--- src/rtl/bsg_manycore_tunnel_credit_sched_if.sv ---
// Handshake bundle of the tunnel credit scheduler: per-channel fifo heads,
// local consume events, far-side credit returns and the multiplexed output.
interface bsg_manycore_tunnel_credit_sched_if #(
   parameter int num_in_p = 4,
   parameter int width_p  = 16
);
   localparam int tag_width_lp = $clog2(num_in_p + 1);

   logic [num_in_p*width_p-1:0]     data_i;
   logic [num_in_p-1:0]             v_i;
   logic [num_in_p-1:0]             yumi_o;
   logic [num_in_p-1:0]             consume_v_i;
   logic                            credit_v_i;
   logic [width_p-1:0]              credit_data_i;
   logic                            multi_v_o;
   logic [tag_width_lp+width_p-1:0] multi_data_o;
   logic                            multi_yumi_i;

   modport master (
      output data_i, v_i, consume_v_i, credit_v_i, credit_data_i, multi_yumi_i,
      input  yumi_o, multi_v_o, multi_data_o
   );

   modport slave (
      input  data_i, v_i, consume_v_i, credit_v_i, credit_data_i, multi_yumi_i,
      output yumi_o, multi_v_o, multi_data_o
   );
endinterface

--- src/rtl/bsg_manycore_tunnel_credit_sched.sv ---
// Credit-based round-robin scheduler muxing tunnelled channels onto one tagged stream.
// Optional: define BSG_TUNNEL_SCHED_STATS_EN to add the stall_cnt_o counter.
module bsg_manycore_tunnel_credit_sched_chk (
   input logic clk_i,
   input logic reset_i,
   input logic cred_ovf_i,
   input logic hold_drop_i
);
   a_cred_ovf: assert property (@(posedge clk_i) disable iff (reset_i) !cred_ovf_i)
      else $fatal(1, "credit counter exceeds remote_credits_p");
   a_hold_drop: assert property (@(posedge clk_i) disable iff (reset_i) !hold_drop_i)
      else $fatal(1, "held channel dropped v_i before yumi");
endmodule

module bsg_manycore_tunnel_credit_sched #(
   parameter int num_in_p         = 4,
   parameter int width_p          = 16,
   parameter int remote_credits_p = 8,
   parameter int credit_batch_p   = 4
) (
   input  logic clk_i,
   input  logic reset_i,
`ifdef BSG_TUNNEL_SCHED_STATS_EN
   output logic [31:0] stall_cnt_o,
`endif
   bsg_manycore_tunnel_credit_sched_if.slave link
);
   localparam int credit_width_lp = $clog2(remote_credits_p + 1);
   localparam int tag_width_lp    = $clog2(num_in_p + 1);
   localparam int ptr_width_lp    = (num_in_p > 1) ? $clog2(num_in_p) : 1;
   localparam logic [tag_width_lp-1:0] credit_tag_lp = tag_width_lp'(num_in_p);

   typedef enum logic [0:0] {IDLE = 1'b0, HOLD = 1'b1} state_e;

   state_e                      state_r, state_n;
   logic [credit_width_lp-1:0]  cred_r [num_in_p];
   logic [credit_width_lp-1:0]  cons_r [num_in_p];
   logic [credit_width_lp:0]    cred_n_s [num_in_p];
   logic [credit_width_lp-1:0]  cons_n_s [num_in_p];
   logic [width_p-1:0]          data_arr_s [num_in_p];
   logic [ptr_width_lp-1:0]     ptr_r, rr_idx_s, pos_s, out_idx_s;
   logic [tag_width_lp-1:0]     sel_r, cand_tag_s, out_tag_s;
   logic [width_p-1:0]          hold_pay_r, credit_pay_s, out_pay_s;
   logic [num_in_p-1:0]         cred_nz_s, eligible_s, sent_s;
   logic                        urgent_s, rr_found_s, cand_v_s, out_v_s, out_credit_s;
   logic                        fire_s, latch_s, cred_ovf_s, hold_drop_s;

   // Channel views, eligibility and the credit-return payload snapshot source.
   always_comb begin
      urgent_s     = 1'b0;
      credit_pay_s = '0;
      cred_nz_s    = '0;
      data_arr_s   = '{default: '0};
      for (int c = 0; c < num_in_p; c++) begin
         data_arr_s[c] = link.data_i[c*width_p +: width_p];
         credit_pay_s[c*credit_width_lp +: credit_width_lp] = cons_r[c];
         cred_nz_s[c]  = (cred_r[c] != '0);
         urgent_s      = urgent_s | (cons_r[c] >= credit_width_lp'(credit_batch_p));
      end
      eligible_s = link.v_i & cred_nz_s;
   end

   // Round-robin search; the nearest eligible channel after ptr is written last and wins.
   always_comb begin
      rr_found_s = 1'b0;
      rr_idx_s   = '0;
      pos_s      = '0;
      for (int i = num_in_p; i >= 1; i--) begin
         pos_s = ptr_width_lp'((int'(ptr_r) + i) % num_in_p);
         if (eligible_s[pos_s]) begin
            rr_found_s = 1'b1;
            rr_idx_s   = pos_s;
         end else begin
            rr_found_s = rr_found_s;
         end
      end
   end

   // Output selection: live candidate in IDLE, latched choice in HOLD.
   always_comb begin
      cand_v_s     = urgent_s | rr_found_s;
      cand_tag_s   = urgent_s ? credit_tag_lp : tag_width_lp'(rr_idx_s);
      out_tag_s    = (state_r == HOLD) ? sel_r : cand_tag_s;
      out_v_s      = ~reset_i & ((state_r == HOLD) | cand_v_s);
      out_credit_s = (out_tag_s == credit_tag_lp);
      out_idx_s    = ptr_width_lp'(out_tag_s);
      if (out_credit_s) begin
         out_pay_s = (state_r == HOLD) ? hold_pay_r : credit_pay_s;
      end else begin
         out_pay_s = data_arr_s[out_idx_s];
      end
      fire_s = out_v_s & link.multi_yumi_i;
      sent_s = '0;
      for (int c = 0; c < num_in_p; c++) begin
         sent_s[c] = fire_s & ~out_credit_s & (out_idx_s == ptr_width_lp'(c));
      end
      hold_drop_s = (state_r == HOLD) & ~out_credit_s & ~link.v_i[out_idx_s];
   end

   assign link.multi_v_o    = out_v_s;
   assign link.multi_data_o = {out_tag_s, out_pay_s};
   assign link.yumi_o       = sent_s;

   // Counter next values; consumed counts restart from this cycle's event on a credit send.
   always_comb begin
      cred_ovf_s = 1'b0;
      for (int c = 0; c < num_in_p; c++) begin
         cred_n_s[c] = {1'b0, cred_r[c]}
                     + (link.credit_v_i ? {1'b0, link.credit_data_i[c*credit_width_lp +: credit_width_lp]}
                                        : {(credit_width_lp+1){1'b0}})
                     - {{credit_width_lp{1'b0}}, sent_s[c]};
         cred_ovf_s  = cred_ovf_s | (cred_n_s[c] > (credit_width_lp+1)'(remote_credits_p));
         if (fire_s && out_credit_s) begin
            cons_n_s[c] = {{(credit_width_lp-1){1'b0}}, link.consume_v_i[c]};
         end else if (link.consume_v_i[c] && (cons_r[c] < credit_width_lp'(remote_credits_p))) begin
            cons_n_s[c] = cons_r[c] + {{(credit_width_lp-1){1'b0}}, 1'b1};
         end else begin
            cons_n_s[c] = cons_r[c];
         end
      end
   end

   // IDLE/HOLD next state: a presented but unaccepted packet is frozen until taken.
   always_comb begin
      state_n = state_r;
      latch_s = 1'b0;
      case (state_r)
         IDLE: begin
            if (cand_v_s && !link.multi_yumi_i) begin
               state_n = HOLD;
               latch_s = 1'b1;
            end else begin
               state_n = IDLE;
            end
         end
         HOLD: begin
            if (link.multi_yumi_i) begin
               state_n = IDLE;
            end else begin
               state_n = HOLD;
            end
         end
         default: state_n = IDLE;
      endcase
   end

   // State, pointer, latched selection and counters.
   always_ff @(posedge clk_i or posedge reset_i) begin
      if (reset_i) begin
         state_r    <= IDLE;
         ptr_r      <= ptr_width_lp'(num_in_p - 1);
         sel_r      <= '0;
         hold_pay_r <= '0;
         for (int c = 0; c < num_in_p; c++) begin
            cred_r[c] <= credit_width_lp'(remote_credits_p);
            cons_r[c] <= '0;
         end
      end else begin
         state_r <= state_n;
         if (fire_s && !out_credit_s) begin
            ptr_r <= out_idx_s;
         end
         if (latch_s) begin
            sel_r      <= cand_tag_s;
            hold_pay_r <= credit_pay_s;
         end
         for (int c = 0; c < num_in_p; c++) begin
            cred_r[c] <= cred_n_s[c][credit_width_lp-1:0];
            cons_r[c] <= cons_n_s[c];
         end
      end
   end

`ifdef BSG_TUNNEL_SCHED_STATS_EN
   logic stall_s;
   assign stall_s = |(link.v_i & ~cred_nz_s);

   // Saturating count of cycles where pending data is blocked on credit.
   always_ff @(posedge clk_i or posedge reset_i) begin
      if (reset_i) begin
         stall_cnt_o <= 32'd0;
      end else if (stall_s && (stall_cnt_o != 32'hFFFF_FFFF)) begin
         stall_cnt_o <= stall_cnt_o + 32'd1;
      end
   end
`endif

   bsg_manycore_tunnel_credit_sched_chk chk (
      .clk_i      (clk_i),
      .reset_i    (reset_i),
      .cred_ovf_i (cred_ovf_s),
      .hold_drop_i(hold_drop_s)
   );
endmodule

--- src/flat_wrapper.sv ---
// flat-port wrapper written by rule: the top's interface ports become plain ports
module bsg_manycore_tunnel_credit_sched_flat 
#(
   parameter int num_in_p         = 4,
   parameter int width_p          = 16,
   parameter int remote_credits_p = 8,
   parameter int credit_batch_p   = 4
)
  (clk_i, reset_i, link_data_i, link_v_i, link_consume_v_i, link_credit_v_i, link_credit_data_i, link_multi_yumi_i, link_yumi_o, link_multi_v_o, link_multi_data_o);
  bsg_manycore_tunnel_credit_sched_if #(.num_in_p(num_in_p), .width_p(width_p)) link_i ();
  input  logic clk_i;
  input  logic reset_i;
  input wire logic [$bits(link_i.data_i)-1:0] link_data_i;
  input wire logic [$bits(link_i.v_i)-1:0] link_v_i;
  input wire logic [$bits(link_i.consume_v_i)-1:0] link_consume_v_i;
  input wire logic [$bits(link_i.credit_v_i)-1:0] link_credit_v_i;
  input wire logic [$bits(link_i.credit_data_i)-1:0] link_credit_data_i;
  input wire logic [$bits(link_i.multi_yumi_i)-1:0] link_multi_yumi_i;
  output wire logic [$bits(link_i.yumi_o)-1:0] link_yumi_o;
  output wire logic [$bits(link_i.multi_v_o)-1:0] link_multi_v_o;
  output wire logic [$bits(link_i.multi_data_o)-1:0] link_multi_data_o;
  assign link_i.data_i = link_data_i;
  assign link_i.v_i = link_v_i;
  assign link_i.consume_v_i = link_consume_v_i;
  assign link_i.credit_v_i = link_credit_v_i;
  assign link_i.credit_data_i = link_credit_data_i;
  assign link_i.multi_yumi_i = link_multi_yumi_i;
  assign link_yumi_o = link_i.yumi_o;
  assign link_multi_v_o = link_i.multi_v_o;
  assign link_multi_data_o = link_i.multi_data_o;
  bsg_manycore_tunnel_credit_sched #(.num_in_p(num_in_p), .width_p(width_p), .remote_credits_p(remote_credits_p), .credit_batch_p(credit_batch_p)) u_core (.clk_i(clk_i), .reset_i(reset_i), .link(link_i));
endmodule
--- config.mk ---
export PLATFORM = sky130hd
export DESIGN_NAME = bsg_manycore_tunnel_credit_sched_flat
export DESIGN_NICKNAME = d
export VERILOG_FILES = /design/src/rtl/bsg_manycore_tunnel_credit_sched_if.sv /design/src/rtl/bsg_manycore_tunnel_credit_sched.sv /design/src/flat_wrapper.sv
export SDC_FILE = /design/constraint.sdc
export NUM_CORES = 1
export LEC_CHECK = 0
export CORE_MARGIN = 3
export CORE_UTILIZATION = 25
export DETAILED_ROUTE_END_ITERATION = 7
export PLACE_DENSITY = 0.59
export SLEW_MARGIN = 10
export SYNTH_ARGS = -nofsm -noshare
export SYNTH_HDL_FRONTEND = slang
export SYNTH_HIERARCHICAL = 1
export SYNTH_SLANG_ARGS = --single-unit
--- constraint.sdc ---
create_clock -name clk_i -period 4.6 [get_ports clk_i]
set_input_delay 0.69 -clock clk_i [delete_from_list [all_inputs] [get_ports clk_i]]
set_output_delay 0.69 -clock clk_i [all_outputs]
set_load 0.03 [all_outputs]
==> results_dict.tcl <==
set metrics [dict create \
    clock_latency_ns 0.29 \
    drtPass1Iterations 5 \
    wl_per_cell_um 17.8 \
    grt_max_degree 64 \
    rsz0062_at_grt "no" \
    coreArea_um2 17400 \
    cts_buffers 5 \
    fin_nets 721 \
    ios 116 \
    die_x_um 139 \
    worst_slew_pin_slew_ns 1.11 \
    area.sequential_um2 1360 \
    fin_worst_skew_ns 0.00800 \
    met2_usage 0.238 \
    p_int_mw 2.14 \
    maxSlewHeadroom 0.258 \
    ctsHtreeMaxLevel 2 \
    layout_min_cycle_time_ns 4.34 \
    synth_area_per_cell_um2 9.17 \
    cts-root-buf "clkbuf_16" \
    gr-max-usage-layer "met2" \
    p_comb_frac 0.663 \
    yosys.area.top_type "dfrtp_1" \
    final_layout_size_suffix_gt1_frac 0.129 \
    p_clk_frac 0.105 \
    yosys_register_bits 54 \
    synthArstFlopShare 1.00 \
    synth_edf_count 0 \
    crit_required_ns 3.91 \
    status "finished clean" \
    io_buffer_count 115 \
    swShare 0.486 \
    cts_tree "built" \
    clock.fmax_mhz 230 \
    crit_arrival_ns 3.65 \
    grt_overflow 0 \
    diodes 0 \
    use_met1 0.206 \
    finalSetupViolations 0 \
    drt_iter0_markers 357 \
    grt_pass1_wl_um 22900 \
    mappedNetlistArea_um2 4450 \
    clockBufferDepth 2 \
    placementRows 48 \
    synth_cell_types 57 \
    drc_errors 0 \
    synth-warning-count 6 \
    hold_violations 0 \
    syn_nets 609 \
    p_per_area_nw_per_um2 691 \
    path_clk_slew_ns 0.07 \
    gp_congestion 0.872 \
    start_kind "input port" \
    slew_violations 0 \
    area_growth_pct 35.7 \
    seq_power_share 0.232 \
    ys_top_cells_by_area "dfrtp_1 (27%), mux2i_1 (9.9%), ha_1 (7.9%)" \
    crit_path_end_kind "output pin" \
    stdcell_area_um2 6030 \
    cts.repair.resized 0 \
    ys.flop_type "dfrtp_1" \
    yosysTopAreaCellShare 0.270 \
    vias_per_cell 5.19 \
    start_util 0.256 \
    power_mw 4.17 \
    hp-class "reg2reg" \
    p_sw_mw 2.03 \
    wl_um 14700 \
    nFillCells 1752 \
    grt_pass1_vias 4227 \
    tns_ns 0 \
    timing.final.crit_share 0.944 \
    cp_max_fo 16 \
    synthCells 485 \
    die-area_um2 19400 \
    yosysSeqAreaShare 0.306 \
    dpl-instance-area_um2 5860 \
    dp_hpwl_um 11200 \
    multi_input_area_um2 2780 \
    grt_util_all_layers 0.146 \
    worst_slack_ns 0.256 \
    cellLeakagePower_nw 2.60 \
    antenna_left 0 \
    antenna_found_initial 0 \
    pre_cts_ws_ns 0.296 \
    criticalPathCategory "in2out" \
    cts_hold_buf 0 \
    die_h_um 139 \
    drv_cap 0 \
    post_cts_buffers 0 \
    vias 4275 \
    cts_num_sinks 54 \
    ir_worst_vdd_mv 0.469 \
    grt_use_met3 0.0206 \
]
## metal layers
metal	up-vias	part of all wire
li1	2021	-
met1	2080	0.46
met2	160	0.47
met3	14	0.054
met4	0	0.015
met5	-	0
## path summary, 6_finish.rpt
| kind | start | to | slack (ns) | cells past startpoint |
|---|---|---|---|---|
| setup / recovery | link_v_i[0] | link_multi_data_o[4] | 0.26 | 9 |
| hold / removal | u_core/hold_pay_r[4] | u_core/hold_pay_r[4] | 0.48 | 2 |
| setup reg to reg | u_core/cons_r[10] | u_core/cred_r[6] | 0.99 | 12 |
| hold reg to reg | u_core/hold_pay_r[4] | u_core/hold_pay_r[4] | 0.48 | 2 |
| max in group asynchronous | reset_i | u_core/state_r | 3.16 | 3 |
| min in group asynchronous | reset_i | u_core/state_r | 0.97 | 3 |
## sequential cells by signal, summed over array words and instances (netlist names)
name and cells:
u_core/cons_r 16, u_core/cred_r 16, u_core/hold_pay_r 16, u_core/ptr_r 2, u_core/sel_r 3, u_core/state_r 1
## logic make-up after synthesis
logic type,after synthesis,share of synthesized area
multiplexers,57,0.132
XOR/XNOR,20,0.0394
AND/OR/NAND/NOR,149,0.189
buffers and inverters,75,0.0720
flip-flops,54,0.306
adder cells (fa/ha/maj),32,0.0968
AO/OA/AOI/OAI,98,0.165
## synthesized netlist by cell type (11+ instances only)
| library cell | instances |
|---|---|
| nand4_1 | 15 |
| mux2_2 | 13 |
| and3_1 | 16 |
| nor2b_1 | 11 |
| dfrtp_1 | 48 |
| nor4b_1 | 15 |
| ha_1 | 28 |
| a21oi_1 | 30 |
| nor2_1 | 24 |
| inv_1 | 42 |
| mux2i_1 | 44 |
| clkbuf_1 | 22 |
| nor4_1 | 15 |
| xnor2_1 | 11 |
| a221oi_1 | 13 |
| nand2_1 | 36 |
## placed cells by master (no fill, tap or decap), drive strengths merged, types with 16 or more instances in the layout
cell type and instances:
dfrtp 48, mux2i 44, clkdlybuf4s50 100, nand2 37
nor2 24, inv 43, and3 16, buf 38
ha 28, a21oi 30
## stage by stage
step	utilization	instances	hold WS, ns
3_3_place_gp	0.338	815	0.464
5_1_grt	0.348	823	0.527
2_1_floorplan	-	485	0.450
6_report	0.348	823	0.481
4_1_cts	0.348	823	0.488
3_5_place_dp	0.338	815	0.470
## power groups by stage
stage	logic, mW	registers, mW	clock network (mW)
2_1_floorplan	1.92	0.888	0
3_3_place_gp	2.68	0.956	0
3_5_place_dp	2.77	0.973	0
4_1_cts	2.78	0.964	0.451
5_1_grt	3.01	1.00	0.470
6_report	2.76	0.966	0.439
## critical path, stage by stage
cell and delay, ns:
clkdlybuf4s50_1 0.47, o41a_1 0.26, o22ai_1 0.16, buf_4 0.24, and2_0 0.18, nor4b_1 0.30
nor4_1 0.10, a221oi_1 0.48, clkdlybuf4s50_1 0.79
## layout make-up
| type | count | area share |
|---|---|---|
| Multi-Input combinational cell | 356 | 0.460 |
| Sequential cell | 54 | 0.225 |
| Timing Repair Buffer | 138 | 0.213 |
| Tap cell | 225 | 0.0467 |
| Inverter | 42 | 0.0261 |
| Clock buffer | 5 | 0.0207 |
| Clock inverter | 3 | 0.00788 |
Power figures use the tool's default switching activity.
